==> config.mk <==
export PLATFORM = sky130hd
export DESIGN_NAME = adder_tree_acc
export DESIGN_NICKNAME = d
export VERILOG_FILES = /design/src/rtl/adder_tree_acc.sv
export SDC_FILE = /design/constraint.sdc
export NUM_CORES = 1
export LEC_CHECK = 0
export CORE_UTILIZATION = 45
export DETAILED_ROUTE_END_ITERATION = 12
export PLACE_DENSITY = 0.76
export SYNTH_ARGS = -nofsm -noshare
export SYNTH_HDL_FRONTEND = slang
export SYNTH_SLANG_ARGS = --single-unit
==> constraint.sdc <==
create_clock -name clk -period 11.1 [get_ports clk]
set_input_delay 1.11 -clock clk [delete_from_list [all_inputs] [get_ports clk]]
set_output_delay 1.11 -clock clk [all_outputs]
set_load 0.01 [all_outputs]
==> src/rtl/adder_tree_acc.sv <==
`default_nettype none
// ============================================================================
// Module   : adder_tree_acc
// Brief    : Pipelined adder tree (one register per level) feeding a frame
//            accumulator; optional clamping via ADDER_TREE_ACC_SAT_EN.
// Revision : 1.0 - initial release
// ============================================================================
module adder_tree_acc #(
  parameter int SIZE     = 10,
  parameter int NUM      = 16,
  parameter int SIGNED   = 0,
  parameter int ACC_SIZE = 32,
  parameter int CNT_W    = 16
) (
  input  logic                clk,
  input  logic                rst,
  input  logic                din_valid,
  input  logic                din_last,
  input  logic [SIZE-1:0]     din [0:NUM-1],
  output logic                dout_valid,
  output logic [ACC_SIZE-1:0] dout,
  output logic [CNT_W-1:0]    dout_beats,
  output logic                dout_ovf
);

  function automatic int level_cnt(input int lvl);
    return (NUM + (1 << lvl) - 1) >> lvl;
  endfunction

  function automatic int level_off(input int lvl);
    int s;
    s = 0;
    for (int k = 0; k < lvl; k++) s += level_cnt(k);
    return s;
  endfunction

  localparam int c_LAT   = (NUM < 2) ? 1 : $clog2(NUM);
  localparam int c_TW    = SIZE + $clog2(NUM);
  localparam int c_TOTAL = level_off(c_LAT + 1);

  if (ACC_SIZE < c_TW) begin : g_bad_acc_size
    $error("adder_tree_acc: ACC_SIZE must be >= SIZE+clog2(NUM)");
  end

  // All tree nodes carried at the final width; level l values fit in SIZE+l bits.
  logic [c_TW-1:0] w_node [0:c_TOTAL-1];

  genvar gi, gl;
  for (gi = 0; gi < NUM; gi++) begin : g_in
    if (SIGNED != 0) begin : g_sext
      assign w_node[gi] = c_TW'($signed(din[gi]));
    end else begin : g_zext
      assign w_node[gi] = c_TW'(din[gi]);
    end
  end

  for (gl = 1; gl <= c_LAT; gl++) begin : g_lvl
    localparam int c_PREV = level_cnt(gl - 1);
    localparam int c_CUR  = level_cnt(gl);
    localparam int c_PO   = level_off(gl - 1);
    localparam int c_CO   = level_off(gl);
    for (gi = 0; gi < c_CUR; gi++) begin : g_node
      logic [c_TW-1:0] r_sum;
      if (2 * gi + 1 < c_PREV) begin : g_add
        always_ff @(posedge clk) r_sum <= w_node[c_PO+2*gi] + w_node[c_PO+2*gi+1];
      end else begin : g_pass
        always_ff @(posedge clk) r_sum <= w_node[c_PO+2*gi];
      end
      assign w_node[c_CO+gi] = r_sum;
    end
  end

  logic [c_LAT-1:0] r_vld;
  logic [c_LAT-1:0] r_last;

  always_ff @(posedge clk or posedge rst) begin
    if (rst) r_vld <= '0;
    else     r_vld <= c_LAT'({r_vld, din_valid});
  end

  always_ff @(posedge clk) r_last <= c_LAT'({r_last, din_valid & din_last});

  logic                w_tv, w_tl;
  logic [c_TW-1:0]     w_tree;
  logic [ACC_SIZE-1:0] w_ext;

  assign w_tv   = r_vld[c_LAT-1];
  assign w_tl   = r_last[c_LAT-1];
  assign w_tree = w_node[c_TOTAL-1];

  if (SIGNED != 0) begin : g_acc_sext
    assign w_ext = ACC_SIZE'($signed(w_tree));
  end else begin : g_acc_zext
    assign w_ext = ACC_SIZE'(w_tree);
  end

  logic                r_first;
  logic [ACC_SIZE-1:0] r_acc;
  logic [CNT_W-1:0]    r_beats;
  logic                r_ovf;

  logic [ACC_SIZE-1:0] w_base, w_raw, w_acc_next;
  logic                w_carry, w_ovf_now, w_ovf_next;
  logic [CNT_W-1:0]    w_beats_next;

`ifdef ADDER_TREE_ACC_SAT_EN
  localparam logic [ACC_SIZE-1:0] c_SMAX = {1'b0, {(ACC_SIZE-1){1'b1}}};
  localparam logic [ACC_SIZE-1:0] c_SMIN = {1'b1, {(ACC_SIZE-1){1'b0}}};
`endif

  always_comb begin
    w_base             = r_first ? '0 : r_acc;
    {w_carry, w_raw}   = {1'b0, w_base} + {1'b0, w_ext};
    if (SIGNED != 0)
      w_ovf_now = (w_base[ACC_SIZE-1] == w_ext[ACC_SIZE-1]) &&
                  (w_raw[ACC_SIZE-1] != w_base[ACC_SIZE-1]);
    else
      w_ovf_now = w_carry;
`ifdef ADDER_TREE_ACC_SAT_EN
    // Clamp toward the shared operand sign; later beats continue from the clamp.
    if (!w_ovf_now)        w_acc_next = w_raw;
    else if (SIGNED == 0)  w_acc_next = '1;
    else                   w_acc_next = w_base[ACC_SIZE-1] ? c_SMIN : c_SMAX;
`else
    w_acc_next = w_raw;
`endif
    w_ovf_next   = (~r_first & r_ovf) | w_ovf_now;
    w_beats_next = r_first ? CNT_W'(1) : ((&r_beats) ? r_beats : r_beats + 1'b1);
  end

  always_ff @(posedge clk or posedge rst) begin
    if (rst) begin
      r_first    <= 1'b1;
      r_acc      <= '0;
      r_beats    <= '0;
      r_ovf      <= 1'b0;
      dout_valid <= 1'b0;
      dout       <= '0;
      dout_beats <= '0;
      dout_ovf   <= 1'b0;
    end else begin
      dout_valid <= w_tv & w_tl;
      if (w_tv) begin
        r_acc   <= w_acc_next;
        r_beats <= w_beats_next;
        r_ovf   <= w_ovf_next;
        r_first <= w_tl;
      end
      if (w_tv & w_tl) begin
        dout       <= w_acc_next;
        dout_beats <= w_beats_next;
        dout_ovf   <= w_ovf_next;
      end
    end
  end

endmodule
`default_nettype wire

Word level (Yosys, flattened, before mapping)
Cells that the tools add are included.

Bits of input ports: 164. Output and inout port bits: 50. Register bits: 284.

Reduce and logical (&&, ||, !) cells: 1. Add/subtract/negate cells: 17. Mux-type cells: 3. Bitwise logic cells: 5.

Operator list (count): 10-bit by 10-bit adder with 11-bit output (8); 11-bit by 11-bit adder with 12-bit output (4); 32-bit by 14-bit adder with 33-bit output (1); 16-bit two-way mux (2); 32-bit two-way mux (1); 12-bit by 12-bit adder with 13-bit output (2); 16-bit by 1-bit adder with 16-bit output (second input constant) (1); 16-bit AND reduction (1); 13-bit by 13-bit adder with 14-bit output (1); 1-bit AND (3); 1-bit NOT (1); 1-bit bitwise OR (1).

Longest topological paths before layout
Word-level depth: 3. Mapped depth: 14.

Worst setup path before layout
No wires, ideal clock.

Kind: reg2reg. Start: reg r_first. End: reg dout[10]. Data required time: 10.975 ns. Library setup time: 0.125 ns. Setup slack: 7.580 ns. Data arrival time: 3.395 ns. Buffers on the path: 3. Stages on the path, launching flop included: 14. Cell sequence: dfstp_2 -> clkbuf_1 -> clkbuf_1 -> clkbuf_1 -> nor2b_1 -> ha_1 -> fa_1 -> a21o_1 -> a21oi_2 -> o21ai_0 -> o31ai_1 -> o21bai_1 -> xor2_1 -> mux2_2.

Longest elaborated chain between the ends: 2.

RTL lines: start: declaration (RTL line 97) `logic r_first;`; start signal: assignment (RTL line 147) `r_first <= w_tl;`; 32-bit two-way mux (RTL line 112) `w_base = r_first ? '0 : r_acc;`; 32-bit by 14-bit adder with 33-bit output (RTL line 113) `{w_carry, w_raw} = {1'b0, w_base} + {1'b0, w_ext};`; end signal: assignment (RTL line 150) `dout <= w_acc_next;`; end: declaration (RTL line 21) `output logic [ACC_SIZE-1:0] dout,`.

Every way passes these cells. A chain may end at the register's enable or synchronous reset.

Worst setup path after layout
Start: reg r_first. End: reg r_ovf.

Longest elaborated chain between the ends: 3. Elaborated cells on any way between the ends: 5. Those cells by class: 1 x add/sub; 1 x mux; 3 x bitwise.

RTL lines: 32-bit two-way mux / 1-bit NOT (equally long branches) (RTL line 112, 127); 32-bit by 14-bit adder with 33-bit output / 1-bit AND (equally long branches) (RTL line 113, 127); 1-bit bitwise OR (*) (RTL line 127) `w_ovf_next = (~r_first & r_ovf) | w_ovf_now;`; end signal: assignment (RTL line 146) `r_ovf <= w_ovf_next;`; end: declaration (RTL line 100) `logic r_ovf;`.

Every way passes the cells marked *; elsewhere a longest branch is shown, timed or not.

==> impl_summary.txt <==
----------------------------------------------------
[Placed design]
  Port Buf Inserts ... 213
  RePlAce Congestion ... 0.8407
  Placed insts ... 2128
  Detailed placer's ending HPWL ... 22.84 mm
  Pre-CTS setup slack ... 7.500 ns

[Global route]
  Total track usage ... 0.1746
  Largest net degree at the start of global routing ... 78
  Antenna violations before repair ... 0
  Wire length of the first global-routing pass ... 49.95 mm
  Remaining Overflow, GRT ... 0
  Via count of the first global-routing pass ... 11150

[Routing]
  Vias per Instance ... 5.219
  Number of nets with antenna violations after detailed routing ... 0
  Routed wirelength normalized by instance count ... 13.61 µm
  Total via count after detailed routing ... 11410
  First-pass iteration count of the detailed router ... 5
  1st-iter DRT viols ... 584
  DRC violation count after routing ... 0
  Final wirelength ... 29.76 mm

[Clocking]
  Clock tree buffer depth ... 3
  Quantity of gates resized following cts ... 0
  Number of sinks on the clock net ... 284
  Total CTS buffers ... 31
  Worst skew pair latency ... 0.55 ns
  Buffer cell driving the clock tree root ... clkbuf_16
  Clock transition at the registers of the reported paths ... 0.06 ns
  Count of hold-fix buffers inserted at cts ... 0
  CTS tree ... done
  Post-CTS Setup Bufs ... 0
  H-tree levels ... 1

[Setup path]
  Critical Path AT ... 3.73 ns
  Flop2flop setup slack ... 7.86 ns
  Nature of the critical path endpoint ... flip-flop
  Endpoint of the most critical register-to-register path ... r_ovf
  Source of the worst register-to-register timing path ... r_first
  Worst Reg2Reg Path Length in Cells ... 10
  Max FO, Critical Path ... 51
  Required time of the critical path ... 11.59 ns
  Worst Setup Start Kind ... flip-flop
  Worst Setup Path Type ... flip-flop to flip-flop

[Yosys]
  Post-synth cell types ... 69
  Syn_nets ... 1855
  Post-synth EDFFs ... 0
  Most frequently used flop master after synthesis ... dfxtp_1
  Fraction of synthesis flops using an asynchronous set or reset pin ... 0.3662
  Flip-flop and latch count after synthesis ... 284
  Sequential cell area fraction in the yosys report ... 0.4112
  Mapped Area ... 0.01510 mm²
  Gate Count Post-Synth ... 1499
  Warnings from Yosys ... 0
  Mean instance size in the synthesized netlist ... 10.07 µm²

[Layout]
  Register area ... 0.006207 mm²
  Final Instance Count excl. Fillers ... 2186
  Multi-input gate area ... 0.008582 mm²
  Diodes inserted ... 0
  Post-Route Utilization ... 0.5701
  Fraction of layout instances using a drive strength above 1 ... 0.06021
  Filler cells ... 2835
  Number of nets in the layout ... 2075
  Area growth, synth to finish ... 23.81%

[STA]
  Highest clock rate ... 0.3089 GHz
  Final period utilization ... 0.2917
  Accumulated negative setup slack ... 0 ns
  Final Skew ... 0.01588 ns
  Worst-Margin Slew ... 0.7695 ns
  Slew Limit Headroom ... 0.4870
  Max-slew violation total from the final report ... 0
  Number of hold-slack violations in the final timing report ... 0
  Final worst setup slack ... 7.862 ns
  Unrepaired setup endpoints after global routing ... false
  Shortest period the worst path allows ... 3.238 ns
  Setup-violating endpoint count in the final report ... 0

[Min path]
  Worst Hold Depth ... 0
  Class of the worst hold path ... flip-flop to flip-flop
  Min-Delay Startpoint ... r_last[0]
  Worst min-delay path endpoint ... r_last[1]

[Floorplan]
  Core Box Area ... 0.03278 mm²
  Die Y-Extent ... 185.2 µm
  Area enclosed by the die boundary ... 0.03429 mm²
  Initial core utilization ... 0.4605
  Count of standard-cell rows ... 66
  Die width ... 185.2 µm
  Number of top-level design ports ... 214

[Status]
  Run status ... completed

[Power]
  Overall power of the completed layout ... 4622 µW
  Largest vdd supply drop ... 0.1413 mV
  Standby leakage power ... 0.008152 µW
  P per Cell Area ... 247.3 mW/mm²

[Run]
  Number of maximum-capacitance constraint violations ... 0

----------------------------------------------------
-- synth_stat cells (5+ instances only) --
cell,count,share of area
xnor2_1,129,0.075
nor2_1,90,0.022
a21o_1,33,0.016
o21a_1,7,0.0035
ha_1,176,0.15
nand2b_1,5,0.0021
o31ai_1,15,0.0075
a21oi_1,137,0.045
inv_1,49,0.012
nand3_1,30,0.0099
a31oi_1,5,0.0021
and3_1,16,0.0066
dfrtp_1,103,0.17
mux2_2,13,0.0097
a211oi_1,5,0.0025
dfxtp_1,180,0.24
o211ai_1,17,0.0085
a221o_1,7,0.0046
o21bai_1,30,0.015
o2bb2ai_1,9,0.0052
a2111o_1,9,0.0067
xor2_1,41,0.024
a22o_1,6,0.0035
mux2i_1,11,0.0073
clkbuf_1,24,0.0060
nand2_1,126,0.031
nor2b_1,29,0.012
a21boi_0,6,0.0030
fa_1,16,0.021
a31o_2,15,0.0087
nand4_1,9,0.0037
o21ai_1,6,0.0020
nor3_1,20,0.0066
o21ai_0,45,0.015
a2111oi_0,15,0.0087
or2_2,6,0.0025
-- layout make-up --
type                    instances  area share
inverters                      52     0.01058
repair buffers                217      0.1157
flip-flops and latches        284      0.3321
well taps                     442     0.02959
clock inverters                10    0.003146
multi-input cells            1133      0.4591
clock buffers                  48     0.04980
-- power breakdown --
group | switching [µW] | total, µW | leakage (µW) | internal, µW
Clock | 393 | 968 | 0.000487 | 574
Sequential | 172 | 1550 | 0.00285 | 1380
Combinational | 1080 | 2110 | 0.00481 | 1020
Total | 1650 | 4620 | 0.00815 | 2970
-- metal layers --
metal,part of all wire,track usage
met1,0.44,0.2144
met3,0.045,0.02654
met5,0,0
met2,0.50,0.3180
met4,0.018,0.04099
-- through the flow --
| stage | hold slack, ns | area [µm²] |
|---|---|---|
| 6_report | 0.3256 | 18690 |
| 5_1_grt | 0.3325 | 18690 |
| 4_1_cts | 0.3262 | 18690 |
| 3_5_place_dp | 0.3121 | 17700 |
| 3_3_place_gp | 0.3119 | 17700 |
| 2_1_floorplan | 0.3096 | 15100 |
-- how the worst max path moves through the flow --
stage / end / start / slack (ns)
2_1_floorplan: dout[0] / rst / 7.26
3_3_place_gp: g_lvl[1].g_node[4].r_sum[9] / din[61] / 7.58
3_5_place_dp: g_lvl[1].g_node[2].r_sum[9] / din[101] / 7.50
4_1_cts: r_ovf / r_first / 7.90
5_1_grt: r_ovf / r_first / 7.64
6_report: r_ovf / r_first / 7.86
-- worst max-delay path: stages, from the launching register on --
cell      delay (ns)
dfstp_2         0.62
buf_4           0.50
nor2b_1         0.11
ha_1            0.37
o21ai_1         0.08
nand2b_1        0.11
nand4_1         0.17
o211ai_4        0.39
nand2_1         0.13
nor4_1          0.45
a22o_1          0.20
-- registers in the layout, indices dropped and copies added, names as in the netlist --
register	flops
dout_valid	1
r_ovf	1
dout	32
g_lvl.g_node.r_sum	176
r_last	4
dout_beats	16
r_first	1
r_beats	16
r_vld	4
dout_ovf	1
r_acc	32
-- cells in the final DEF, fill, tap and decap left out, drive strengths merged, types with 41 or more instances in the layout --
cell           count
dfxtp            180
xnor2            129
clkbuf            48
nor2              92
ha               176
inv               51
dfrtp            103
a21oi            138
nand2            126
o21ai             51
xor2              41
clkdlybuf4s50    213
-- kinds of logic after synthesis --
family,synth area share
compound gates,0.1716
simple gates,0.1140
flops,0.4112
fa+ha+maj,0.1671
xor+xnor,0.09862
buf+inv,0.02055
mux,0.01699
(Power assumes the default switching activity.)
